$ cat src/rtl/vga_pkg.sv
`default_nettype none
// ============================================================================
// Module      : vga_pkg
// Description : Shared constants and types for the VGA pixel fetch slice.
// Revision    : 1.0 - initial release
// ============================================================================
package vga_pkg;

  localparam int HACTIVE   = 250;
  localparam int VACTIVE   = 250;
  localparam int FB_PIXELS = HACTIVE * VACTIVE;
  localparam int PIX_W     = 8;

  typedef logic [PIX_W-1:0] pix_t;

  typedef struct packed {
    logic [7:0] r;
    logic [7:0] g;
    logic [7:0] b;
  } rgb_t;

  // Replicate one 8-bit grey level onto all three colour channels.
  function automatic rgb_t gray_to_rgb(input logic [7:0] gray);
    rgb_t rgb;
    rgb.r = gray;
    rgb.g = gray;
    rgb.b = gray;
    return rgb;
  endfunction

endpackage
`default_nettype wire

$ cat src/rtl/vga_delay_line.sv
`default_nettype none
// ============================================================================
// Module      : vga_delay_line
// Description : Single-bit shift register of configurable depth with a
//               configurable reset value, used to align sync/blank timing
//               with framebuffer read data.
// Revision    : 1.0 - initial release
// ============================================================================
module vga_delay_line #(
  parameter int   DEPTH   = 2,
  parameter logic RST_VAL = 1'b0
) (
  input  logic vga_clk,
  input  logic rst_b,
  input  logic din,
  output logic dout
);

  logic [DEPTH-1:0] r_sr;

  generate
    if (DEPTH == 1) begin : g_single
      // One-stage delay: plain register.
      always_ff @(posedge vga_clk or negedge rst_b) begin
        if (!rst_b) r_sr <= {DEPTH{RST_VAL}};
        else        r_sr <= din;
      end
    end else begin : g_multi
      // Multi-stage delay: shift new sample in at bit 0.
      always_ff @(posedge vga_clk or negedge rst_b) begin
        if (!rst_b) r_sr <= {DEPTH{RST_VAL}};
        else        r_sr <= {r_sr[DEPTH-2:0], din};
      end
    end
  endgenerate

  assign dout = r_sr[DEPTH-1];

endmodule
`default_nettype wire

$ cat src/rtl/vga_pixel_fetch.sv
`default_nettype none
// ============================================================================
// Module      : vga_pixel_fetch
// Description : Turns timing-generator coordinates into linear reads of a
//               double-buffered grayscale framebuffer and returns RGB plus
//               sync/blank aligned to the read data. Buffer flips happen only
//               at the first cycle of vertical blanking to avoid tearing.
// Revision    : 1.0 - initial release
// ============================================================================
module vga_pixel_fetch #(
  parameter int HACTIVE = 250,
  parameter int VACTIVE = 250,
  parameter int ADDR_W  = 17,
  parameter int PIX_W   = 8,
  parameter int MEM_LAT = 1
) (
  input  logic              vga_clk,
  input  logic              rst_b,
  input  logic [9:0]        x,
  input  logic [9:0]        y,
  input  logic              h_sync_in,
  input  logic              v_sync_in,
  input  logic              blank_b_in,
  output logic [ADDR_W-1:0] mem_addr,
  input  logic [PIX_W-1:0]  mem_rdata,
  input  logic              swap_req,
  output logic              swap_ack,
  output logic              buf_sel,
  output logic [7:0]        red,
  output logic [7:0]        green,
  output logic [7:0]        blue,
  output logic              h_sync,
  output logic              v_sync,
  output logic              sync_b,
  output logic              blank_b
);

  import vga_pkg::*;

  // Register stages from coordinates to colour: one for the address, then
  // the memory latency.
  localparam int                c_depth     = 1 + MEM_LAT;
  localparam logic [ADDR_W-1:0] c_fb_pixels = ADDR_W'(HACTIVE * VACTIVE);
  localparam logic [9:0]        c_vactive   = 10'(VACTIVE);

  logic [ADDR_W-1:0] r_off;
  logic [ADDR_W-1:0] r_mem_addr;
  logic              r_buf_sel;
  logic              r_swap_ack;

  logic [ADDR_W-1:0] w_base;
  logic              w_swap;
  logic              w_hs_d;
  logic              w_vs_d;
  logic              w_blank_d;
  logic [7:0]        w_gray;
  rgb_t              w_rgb;

  assign w_base = r_buf_sel ? c_fb_pixels : '0;
  // Flip only on the very first cycle of vertical blanking.
  assign w_swap = (x == 10'd0) && (y == c_vactive) && swap_req;

  // Linear offset: cleared throughout vblank, advances on visible pixels only.
  always_ff @(posedge vga_clk or negedge rst_b) begin
    if (!rst_b) begin
      r_off <= '0;
    end else if (y >= c_vactive) begin
      r_off <= '0;
    end else if (blank_b_in) begin
      r_off <= r_off + ADDR_W'(1);
    end
  end

  // Registered read address; holds through blanking.
  always_ff @(posedge vga_clk or negedge rst_b) begin
    if (!rst_b) begin
      r_mem_addr <= '0;
    end else if (blank_b_in) begin
      r_mem_addr <= w_base + r_off;
    end
  end

  // Buffer select toggles with a one-cycle acknowledge on each swap event.
  always_ff @(posedge vga_clk or negedge rst_b) begin
    if (!rst_b) begin
      r_buf_sel  <= 1'b0;
      r_swap_ack <= 1'b0;
    end else begin
      r_swap_ack <= w_swap;
      if (w_swap) r_buf_sel <= ~r_buf_sel;
    end
  end

  vga_delay_line #(.DEPTH(c_depth), .RST_VAL(1'b1)) u_hs_dly (
    .vga_clk (vga_clk),
    .rst_b   (rst_b),
    .din     (h_sync_in),
    .dout    (w_hs_d)
  );

  vga_delay_line #(.DEPTH(c_depth), .RST_VAL(1'b1)) u_vs_dly (
    .vga_clk (vga_clk),
    .rst_b   (rst_b),
    .din     (v_sync_in),
    .dout    (w_vs_d)
  );

  vga_delay_line #(.DEPTH(c_depth), .RST_VAL(1'b0)) u_blank_dly (
    .vga_clk (vga_clk),
    .rst_b   (rst_b),
    .din     (blank_b_in),
    .dout    (w_blank_d)
  );

  // Fit the stored pixel into 8 bits: keep MSBs when wider, left-justify
  // and zero-fill when narrower.
  generate
    if (PIX_W >= 8) begin : g_gray_wide
      assign w_gray = mem_rdata[PIX_W-1 -: 8];
    end else begin : g_gray_narrow
      assign w_gray = {mem_rdata, {(8-PIX_W){1'b0}}};
    end
  endgenerate

  // Colour is the grey level when the aligned blank is high, black otherwise.
  always_comb begin
    w_rgb = '0;
    if (w_blank_d) w_rgb = gray_to_rgb(w_gray);
  end

  assign mem_addr = r_mem_addr;
  assign buf_sel  = r_buf_sel;
  assign swap_ack = r_swap_ack;
  assign red      = w_rgb.r;
  assign green    = w_rgb.g;
  assign blue     = w_rgb.b;
  assign h_sync   = w_hs_d;
  assign v_sync   = w_vs_d;
  assign sync_b   = w_hs_d & w_vs_d;
  assign blank_b  = w_blank_d;

endmodule
`default_nettype wire

$ cat config.mk
export PLATFORM = sky130hd
export DESIGN_NAME = vga_pixel_fetch
export DESIGN_NICKNAME = d
export VERILOG_FILES = /design/src/rtl/vga_pkg.sv /design/src/rtl/vga_delay_line.sv /design/src/rtl/vga_pixel_fetch.sv
export SDC_FILE = /design/constraint.sdc
export NUM_CORES = 1
export LEC_CHECK = 0
export BUFFER_PORTS_ARGS = -buffer_cell sky130_fd_sc_hd__buf_2
export CAP_MARGIN = 20
export CORE_ASPECT_RATIO = 0.75
export CORE_UTILIZATION = 50
export DETAILED_ROUTE_END_ITERATION = 8
export PLACE_DENSITY = 0.79
export SETUP_SLACK_MARGIN = 0.2
export SLEW_MARGIN = 40
export SYNTH_ARGS = -nofsm -noshare
export SYNTH_HDL_FRONTEND = slang
export SYNTH_SLANG_ARGS = --single-unit
$ cat constraint.sdc
create_clock -name vga_clk -period 2.85 [get_ports vga_clk]
set_clock_uncertainty 0.05 [all_clocks]
set_input_delay 0.57 -clock vga_clk [delete_from_list [all_inputs] [get_ports vga_clk]]
set_output_delay 0.57 -clock vga_clk [all_outputs]
set_load 0.005 [all_outputs]
==> results.md, run 1 <==
* Status: completed
* Largest net degree at the start of global routing at 43
* Worst setup SP type: register
* Area leader, netlist: dfrtp_1
* Clock share of power at 0.340
* 1st-pass router iterations at 4
* Post-CTS Setup Inserts at 0
* DIE HEIGHT at ~62 um
* Vias at 1919
* Gate power share at 0.092
* Synth top area cells: dfrtp_1, buf_4, xnor2_1
* Fill count at 415
* CP endpoint: mem_addr[16]
* Overall die width at about 82 um
* Ys flop type: dfrtp_1
* Slew HR at 0.652
* Routed Antenna Nets at 0
* Flop pwr share at 0.568
* Max capacitance violation total at 0
* Vias in the first global route at about 1900
* I/O Pins at 81
* Sw Ratio at 0.237
* Synth Warn # at 0
* Unrepaired setup endpoints after global routing: no
* Number of cell rows at 21
* Total CTS buffers at 5
* Nets at between 300 and 400
* Placeable Area at approximately 4500 sq um
* DPL Wire Length at around 3600 um
* Mean Syn Cell Area at between 10 and 15 sq um
* Worst path slowest cell: dfrtp_1
* Fin worst setup slack at ~600 ps
* DP Area at between 2000 and 3000 sq um
* Util after Layout at 0.619
* PwrDens at 386 nW/um^2
* Crit-path cells: ha_1 > ha_1 > a31oi_1 > buf_4 > o32ai_1 > o32a_1 > o21ai_0
* Setup TNS at 0 ps
* CTS tree: yes
* Reg2Reg Setup Slack at roughly 600 ps
* # setup viols final at 0
* Clock sinks at 42
* Reg-to-Reg End: mem_addr[16]
* GPL Wtd Cong at between 0.8 and 0.9
* Synthesized flop and latch total at 42
* Initial antenna violation count at 0
* Sequential area share after synthesis at 0.436
* CP Capture Type: register
* Synth top area share at 0.392
* Crit path kind: register to register
* Peak supply drop at 0.000350 V
* Wire per inst at between 10 and 15 um
* Clock latency on the worst-skew pair at ~300 ps
* Die area at roughly 5100 sq um
* H-tree depth at 2
* Synth unique cells at 49
* Place WS at roughly 650 ps
* Lkg Pwr at between 1 and 1.5 nW
* Layout area overhead at 16.0%
* Syn Nets at roughly 280
* Port bufs at 80
* Initial drt markers at 67
* Worst slew pin tran at ~520 ps
* Share of cells above drive strength 1 at 0.373
* Most used cell, CP: ha_1
* Global-route wire length before repair at 8310 um
* DRC violations left at 0
* Fin area at ~2800 sq um
* RR Startpoint: r_off[2]
* Clock slew at reported path FFs at 80 ps
* CP startpoint: r_off[2]
* Internal Power at 0.828 mW
* Drt total wl at ~4800 um
* FMAX at around 440 MHz
* Starting Density at 0.533
* CTS max path bufs at 2
* Max Fanout on Critical Path at 6
* Final hold vios at 0
* Gate Count Post-Synth at 238
* Tcrit/Tclk final at 0.790
* Clk root buf: clkbuf_8
* Post-synth EDFFs at 0
* Cts hold-fix bufs at 0
* Congestion Overflow GR at 0
* Worst-case reg-to-reg path depth at 7
* Diodes inserted at 0
* CTS resizes at 0
* Post-synth ARST share at 1.00
* Switching power total at around 0.26 mW
* Worst EP required at 2970 ps
* Post-Syn Area at approximately 2400 sq um
* Routed vias/inst at 5.33
* Slowest stage delay, CP at slightly below 500 ps
* Arr. time, crit path at 2370 ps
* Min-Delay Path Class: input pin to async pin
* Post-layout min period at ~2300 ps
* Slew Viols, Final at 0
* Global-route usage over all layers at 0.214
-- stage by stage --
stage | hold slack [ps] | instances | total power [mW]
3_3_place_gp | 281 | 352 | 0.728
3_5_place_dp | 286 | 352 | 0.731
5_1_grt | 239 | 360 | 1.14
4_1_cts | 201 | 360 | 1.11
6_report | 187 | 360 | 1.09
2_1_floorplan | 224 | 238 | 0.681
-- registers in the layout, summed over array words and instances, names as in the netlist --
register,count
mem_addr,17
r_off,17
u_blank_dly.r_sr,2
u_hs_dly.r_sr,2
u_vs_dly.r_sr,2
buf_sel,1
swap_ack,1
-- critical path: cells and delay by family, from the launching register on --
| kind | cells | cell delay [ps] |
|---|---|---|
| flip-flops | 1 | 490 |
| AO/OA/AOI/OAI | 4 | 900 |
| adder cells (fa/ha/maj) | 2 | 500 |
| buffers and inverters | 1 | 180 |
-- power groups by stage --
stage               logic [mW]  clock network (mW)  registers [mW]
global route             0.115               0.405           0.619
detailed placement       0.102                   0           0.629
finish                  0.0994               0.369           0.617
floorplan               0.0523                   0           0.629
CTS                      0.102               0.388           0.617
global placement        0.0992                   0           0.628
-- logic make-up after synthesis --
group / count (synthesis) / share of synthesized area
XOR/XNOR: 23 / 0.0831
flip-flops: 42 / 0.435
multiplexers: 8 / 0.0366
AO/OA/AOI/OAI: 35 / 0.0965
AND/OR/NAND/NOR: 87 / 0.209
adder cells (fa/ha/maj): 9 / 0.0464
buffers and inverters: 34 / 0.0924
-- Yosys cell counts, drive strengths merged, types with 2 or more instances --
cell type	count
nor2	26
a31oi	4
nand2	11
nor4b	3
and4	3
o21ai	5
a21oi	11
ha	9
dfstp	4
inv	7
xnor2	15
o21a	2
xor2	8
nand3	10
nand4	6
nor4	4
dfrtp	38
clkbuf	6
or3	4
and2	9
o31ai	5
mux2	7
buf	21
nor3	5
-- layer usage --
| layer | GRT usage | share of wire | up-vias |
|---|---|---|---|
| li1 | - | - | 961 |
| met4 | 0.0811 | 0.018 | 0 |
| met1 | 0.269 | 0.46 | 893 |
| met5 | 0 | 0 | - |
| met3 | 0.0544 | 0.060 | 7 |
| met2 | 0.349 | 0.46 | 58 |
-- cells in the final DEF (no fill, tap or decap), types with 2 or more instances in the layout --
master,n
buf_2,79
dfrtp_1,38
nor2_1,26
xnor2_1,15
nand2_1,11
a21oi_1,10
and2_1,9
ha_1,9
nand3_1,8
xor2_1,8
inv_1,7
mux2_2,7
nand4_1,5
nor3_1,5
o21ai_0,5
o31ai_1,5
clkbuf_8,5
buf_4,5
nor4_1,4
a31oi_1,4
dfstp_2,4
nor4b_1,3
nand3_4,2
or3_1,2
o21a_1,2
and4_2,2
clkinv_2,2
-- how the worst min path moves through the flow --
stage	slack (ps)	from	endpoint
2_1_floorplan	220	rst_b	buf_sel
3_3_place_gp	280	u_blank_dly.r_sr[0]	u_blank_dly.r_sr[1]
4_1_cts	200	rst_b	swap_ack
3_5_place_dp	290	u_blank_dly.r_sr[0]	u_blank_dly.r_sr[1]
6_report	190	rst_b	mem_addr[15]
5_1_grt	240	rst_b	r_off[6]
-- area by class of cell --
type / instances / area [sq um] / share of cell area
multi-input cells: 162 / 1140 / 0.407
flip-flops and latches: 42 / 1060 / 0.375
repair buffers: 84 / 433 / 0.154
clock buffers: 6 / 72.6 / 0.0258
well taps: 57 / 71.3 / 0.0253
inverters: 7 / 26.3 / 0.00934
clock inverters: 2 / 10.0 / 0.00356
Note: power is estimated with default switching activity, not from simulation.
==> run 2, diff against run 1 <==
Settings changed: ABC_AREA set to 1, CORE_UTILIZATION 50 to 51, PLACE_DENSITY 0.79 to 0.8.
Clock period 2.85 ns to 2.3 ns, I/O delays scaled along.
==> results.md, run 2 <==
* Unrepaired setup endpoints after global routing: no (unchanged)
* Syn Nets at 394 (was 281)
* Clock slew at reported path FFs at 70 ps (was 80 ps)
* Max capacitance violation total at 0 (unchanged)
* Gate Count Post-Synth at 351 (was 238)
* Gate power share at 0.086 (was 0.092)
* Failing checks: design-rule violations
* Die area at 5400 sq um (was 5130 sq um)
* Routed Antenna Nets at 0 (unchanged)
* Nets at 459 (was 345)
* Worst EP required at 2440 ps (was 2970 ps)
* CP endpoint: mem_addr[16] (unchanged)
* CP Capture Type: register (unchanged)
* Share of cells above drive strength 1 at 0.261 (was 0.373)
* Post-synth EDFFs at 0 (unchanged)
* RR Startpoint: buf_sel (was r_off[2])
* Largest net degree at the start of global routing at 43 (unchanged)
* DPL Wire Length at 4250 um (was 3560 um)
* Drt total wl at 5510 um (was 4800 um)
* Tcrit/Tclk final at 0.789 (was 0.790)
* Flop pwr share at 0.572 (was 0.568)
* Crit path kind: register to register (unchanged)
* Setup TNS at 0 ps (unchanged)
* Port bufs at 80 (unchanged)
* # setup viols final at 0 (unchanged)
* Vias at 2363 (was 1919)
* Cells after DPL at 469 (was 352)
* Diodes inserted at 0 (unchanged)
* I/O Pins at 81 (unchanged)
* Mean Syn Cell Area at 7.41 sq um (was 10.2 sq um)
* Switching power total at 0.306 mW (was 0.257 mW)
* Sw Ratio at 0.231 (was 0.237)
* Clock latency on the worst-skew pair at 290 ps (was 300 ps)
* Lkg Pwr at 1.79 nW (was 1.36 nW)
* Worst setup SP type: register (unchanged)
* Final hold vios at 0 (unchanged)
* Worst slew pin tran at 517 ps (was 522 ps)
* Post-synth ARST share at 1.00 (unchanged)
* Worst-case reg-to-reg path depth at 9 (was 7)
* Initial antenna violation count at 0 (unchanged)
* Hold Slack at 177 ps (was 187 ps)
* H-tree depth at 2 (unchanged)
* Wire per inst at 11.5 um (was 13.3 um)
* PwrDens at 438 nW/um^2 (was 386 nW/um^2)
* Power, Total at 1.32 mW (was 1.09 mW)
* GPL Wtd Cong at 0.870 (was 0.838)
* Synth top area share at 0.365 (was 0.392)
* Layout area overhead at 15.9% (was 16.0%)
* Most frequent cells in the layout: nand2_1, buf_2, inv_1, nor2_1, dfrtp_1 (was buf_2, dfrtp_1, nor2_1)
* Congestion Overflow GR at 0 (unchanged)
* Synthesized flop and latch total at 42 (unchanged)
* Slew Viols, Final at 0 (unchanged)
* 1st-pass router iterations at 6 (was 4)
* Number of cell rows at 22 (was 21)
* Ys flop type: dfrtp_1 (unchanged)
* Routed vias/inst at 4.95 (was 5.33)
* Clk root buf: clkbuf_8 (unchanged)
* Commonest non-fill, non-tap cell in the layout: nand2_1 (was buf_2)
* Clock share of power at 0.342 (was 0.340)
* Reg-to-Reg End: mem_addr[16] (unchanged)
* Overall die width at 84.5 um (was 82.4 um)
* Post-Syn Area at 2600 sq um (was 2420 sq um)
* DRC violations left at 22 (was 0)
* Arr. time, crit path at 1960 ps (was 2370 ps)
* Slew HR at 0.655 (was 0.652)
* CTS max path bufs at 2 (unchanged)
* CTS tree: yes (unchanged)
* Post-CTS Setup Inserts at 0 (unchanged)
* Top-count cell post-synth: nand2_1 (was dfrtp_1)
* Layout Cells excl Fill at 477 (was 360)
* Reg2Reg Setup Slack at 490 ps (was 600 ps)
* FMAX at 551 MHz (was 444 MHz)
* CTS resizes at 0 (unchanged)
* Global-route usage over all layers at 0.223 (was 0.214)
* DIE HEIGHT at 63.9 um (was 62.3 um)
* Total CTS buffers at 5 (unchanged)
* CP startpoint: buf_sel (was r_off[2])
* Synth unique cells at 33 (was 49)
* Status: finished with violations (was completed)
* Placeable Area at 4900 sq um (was 4550 sq um)
* Internal Power at 1.02 mW (was 0.828 mW)
* Post-synth top cells: nand2_1, inv_1, nor2_1 (was dfrtp_1, nor2_1, buf_4)
* Clock sinks at 42 (unchanged)
* Synth Warn # at 0 (unchanged)
* Vias in the first global route at 2229 (was 1890)
* Area leader, netlist: dfrtp_1 (unchanged)
* Post-layout min period at 1810 ps (was 2250 ps)
* Global-route wire length before repair at 9620 um (was 8310 um)
* Synth top area cells: dfrtp_1, nand2_1, inv_1 (was dfrtp_1, buf_4, xnor2_1)
* Cts hold-fix bufs at 0 (unchanged)
* Util after Layout at 0.615 (was 0.619)
* Sequential area share after synthesis at 0.406 (was 0.436)
* Max Fanout on Critical Path at 9 (was 6)
* Initial drt markers at 99 (was 67)
* Min-Delay Path Class: input pin to async pin (unchanged)
* Peak supply drop at 0.000303 V (was 0.000350 V)
* Starting Density at 0.531 (was 0.533)
[run 2: cell type report]
cell class | instances | area (sq um)
well taps | 60 | 75.1
inverters | 47 | 176
multi-input cells | 238 | 1210
flip-flops and latches | 42 | 1060
clock buffers | 8 | 80.1
repair buffers | 82 | 415
fillers | 450 | 1880
[run 2: worst max-delay path, cell delays in order, from the launching register on]
cell and delay [ps]:
dfrtp_1 540, ha_1 260, ha_1 200, nand3_1 110, a21oi_1 230, nand2_1 110
nand2_1 80, nand2_1 50, nand3_1 60, nand2_1 50
[run 2: cell families after synthesis]
| family | Yosys count | share of synthesized area |
|---|---|---|
| xor+xnor | 11 | 0.0370 |
| buf+inv | 71 | 0.128 |
| flops | 42 | 0.406 |
| compound gates | 21 | 0.0438 |
| simple gates | 197 | 0.342 |
| fa+ha+maj | 9 | 0.0433 |
[run 2: per-layer routing]
metal	GRT usage	part of all wire	vias up
li1	-	-	1208
met1	0.277	0.47	1057
met2	0.389	0.45	91
met3	0.0452	0.065	7
met4	0.0763	0.012	0
met5	0	0	-
[run 2: power by group through the flow]
stage               registers [mW]  logic (mW)  clock network, mW
floorplan                    0.769      0.0607                  0
global placement             0.770       0.114                  0
detailed placement           0.770       0.116                  0
CTS                          0.756       0.116              0.467
global route                 0.757       0.129              0.497
finish                       0.756       0.113              0.452
[run 2: worst min path at each step]
stage	from	endpoint
2_1_floorplan	rst_b	buf_sel
3_3_place_gp	u_blank_dly.r_sr[0]	u_blank_dly.r_sr[1]
3_5_place_dp	u_blank_dly.r_sr[0]	u_blank_dly.r_sr[1]
4_1_cts	rst_b	mem_addr[16]
5_1_grt	h_sync_in	u_hs_dly.r_sr[0]
6_report	rst_b	mem_addr[7]
[run 2: stage by stage]
stage	instance area, sq um	setup slack [ps]
after floorplan	2600	674
after global placement	2940	535
after detailed placement	2940	468
after CTS	3020	452
after global routing	3020	257
final	3020	485
==> run 3, diff against run 2 <==
Clock period 2.3 ns to 1.7 ns, I/O delays scaled along.
==> results.md, run 3 (synthesis results as in run 2) <==
* Status: finished with violations (unchanged)
* Failing checks: design-rule violations, negative setup slack (was design-rule violations)
* Crit-path cells: buf_6 > ha_4 > nand3_2 > nand2_2 > nand3_1 > nand2_1 > nand2_1 > nand3_1 > nand2_1 (was ha_1 > ha_1 > nand3_1 > a21oi_1 > nand2_1 > nand2_1 > nand2_1 > nand3_1 > nand2_1)
* Global-route wire length before repair at 10600 um (was 9620 um)
* CTS tree: yes (unchanged)
* Clock slew at reported path FFs at 80 ps (was 70 ps)
* Metal3 WL at 524 um (was 360 um)
* GPL Wtd Cong at 0.905 (was 0.870)
* Setup TNS at -112 ps (was 0 ps)
* # setup viols final at 4 (was 0)
* Initial drt markers at 170 (was 99)
* Worst path slowest cell: dfrtp_2 (was dfrtp_1)
* Top Metal Used: met4 (unchanged)
* Met2 Wirelength at 3040 um (was 2480 um)
* Max Fanout on Critical Path at 6 (was 9)
* Unrepaired setup endpoints after global routing: yes (was no)
* Most frequent cells in the layout: nand2_1, buf_2, inv_1, nor2_1, dfrtp_1 (unchanged)
* Worst setup SP type: register (unchanged)
* Min-Delay Path Class: input pin to register (was input pin to async pin)
* I/O Pins at 81 (unchanged)
* Starting Density at 0.531 (unchanged)
* Final hold vios at 0 (unchanged)
* Port bufs at 80 (unchanged)
* Worst slew pin tran at 293 ps (was 517 ps)
* DRC violations left at 11 (was 22)
* Power, Total at 1.88 mW (was 1.32 mW)
* Share of cells above drive strength 1 at 0.368 (was 0.261)
* 1st-pass router iterations at 7 (was 6)
* Worst Path Buf+Inv at 1 (was 0)
* Slew Viols, Final at 0 (unchanged)
* Crit path kind: register to register (unchanged)
* Peak supply drop at 0.000352 V (was 0.000303 V)
* CTS max path bufs at 2 (unchanged)
* Wire per inst at 13.3 um (was 11.5 um)
* Lkg Pwr at 1.85 nW (was 1.79 nW)
* Clk root buf: clkbuf_8 (unchanged)
* DPL Wire Length at 4550 um (was 4250 um)
* Most used cell, CP: nand2_1 (unchanged)
* Clock latency on the worst-skew pair at 300 ps (was 290 ps)
* Tcrit/Tclk final at 1.02 (was 0.789)
* Diodes inserted at 0 (unchanged)
* H-tree depth at 2 (unchanged)
* Worst EP required at 1840 ps (was 2440 ps)
* Fin area at 3330 sq um (was 3020 sq um)
* Drt total wl at 6490 um (was 5510 um)
* Congestion Overflow GR at 0 (unchanged)
* CP Capture Type: register (unchanged)
* Fin worst setup slack at -37.5 ps (was 485 ps)
* Layout area overhead at 28.0% (was 15.9%)
* Commonest non-fill, non-tap cell in the layout: nand2_1 (unchanged)
* DP Area at 3000 sq um (was 2940 sq um)
* Vias in the first global route at 2309 (was 2229)
* DIE HEIGHT at 63.9 um (unchanged)
* PwrDens at 564 nW/um^2 (was 438 nW/um^2)
* Largest delay share family, worst path: simple AND/OR/NAND/NOR gates (was flip-flops)
* Clock sinks at 42 (unchanged)
* Slowest stage delay, CP at 510 ps (was 540 ps)
* Total CTS buffers at 5 (unchanged)
* Number of cell rows at 22 (unchanged)
* Initial antenna violation count at 0 (unchanged)
* Global-route usage over all layers at 0.251 (was 0.223)
* Slew HR at 0.803 (was 0.655)
* Placeable Area at 4900 sq um (unchanged)
* Met1 WL at 2800 um (was 2600 um)
* FMAX at 576 MHz (was 551 MHz)
* Nets at 471 (was 459)
* Largest net degree at the start of global routing at 43 (unchanged)
* Overall die width at 84.5 um (unchanged)
* Vias at 2488 (was 2363)
* Arr. time, crit path at 1880 ps (was 1960 ps)
* Routed Antenna Nets at 0 (unchanged)
* Max capacitance violation total at 0 (unchanged)
* Die area at 5400 sq um (unchanged)
* Routed vias/inst at 5.09 (was 4.95)
* Post-layout min period at 1740 ps (was 1810 ps)
-- run 3: cell types whose count changed in the layout (fill, tap and decap cells not counted), sizes merged --
cell,delta
clkinv,+1
clkbuf,-2
clkinvlp,+2
buf,+11
dlygate4sd3,+1
inv,-1
-- run 3: what timing repair did --
item	CTS	global route
hold buffers	1	0
setup endpoints to repair	11	47
hold endpoints to repair	38	0
resized for setup	13	28
pin swaps	4	9
setup buffers	4	2
-- run 3: worst paths after layout --
check                      slack (ps)  cells after the start                 from             endpoint
min in group asynchronous         490                      3                rst_b         mem_addr[10]
max in group asynchronous         860                      3                rst_b     u_vs_dly.r_sr[0]
hold reg to reg                   300                      0  u_blank_dly.r_sr[0]  u_blank_dly.r_sr[1]
hold / removal                     80                      1            v_sync_in     u_vs_dly.r_sr[0]
setup / recovery                  -40                      9              buf_sel         mem_addr[12]
setup reg to reg                  -40                      9              buf_sel         mem_addr[12]
-- run 3: per-layer routing --
| layer | vias to the layer above | GRT usage |
|---|---|---|
| li1 | 1228 | - |
| met1 | 1131 | 0.332 |
| met2 | 117 | 0.405 |
| met3 | 12 | 0.0491 |
| met4 | 0 | 0.108 |
| met5 | - | 0 |
-- run 3: final cells by class --
type,count,area (sq um)
Multi-Input combinational cell,238,1390
Timing Repair Buffer,94,528
Inverter,47,180
Sequential cell,42,1070
Fill cell,400,1570
Clock buffer,6,82.6
Clock inverter,2,12.5
Tap cell,60,75.1
-- run 3: stage by stage --
step | util | setup WS [ps] | hold WS, ps | instances
2_1_floorplan | - | 160 | -5.59 | 351
3_3_place_gp | 0.612 | 15.5 | 280 | 474
3_5_place_dp | 0.612 | -26.7 | 281 | 474
4_1_cts | 0.652 | 45.2 | 78.9 | 487
5_1_grt | 0.680 | -134 | 69.5 | 489
6_report | 0.680 | -37.5 | 82.4 | 489
-- run 3: worst reg2reg max path: stages (launching register included) --
cell and delay (ps):
dfrtp_2 510, buf_6 180, ha_4 280, nand3_2 100, nand2_2 140, nand3_1 110, nand2_1 70, nand2_1 50
nand3_1 80, nand2_1 60
-- run 3: power by group --
| group | switching [mW] | total [mW] | internal (mW) |
|---|---|---|---|
| Clock | 0.359 | 0.685 | 0.326 |
| Sequential | 0.00835 | 1.02 | 1.01 |
| Combinational | 0.0931 | 0.170 | 0.0768 |
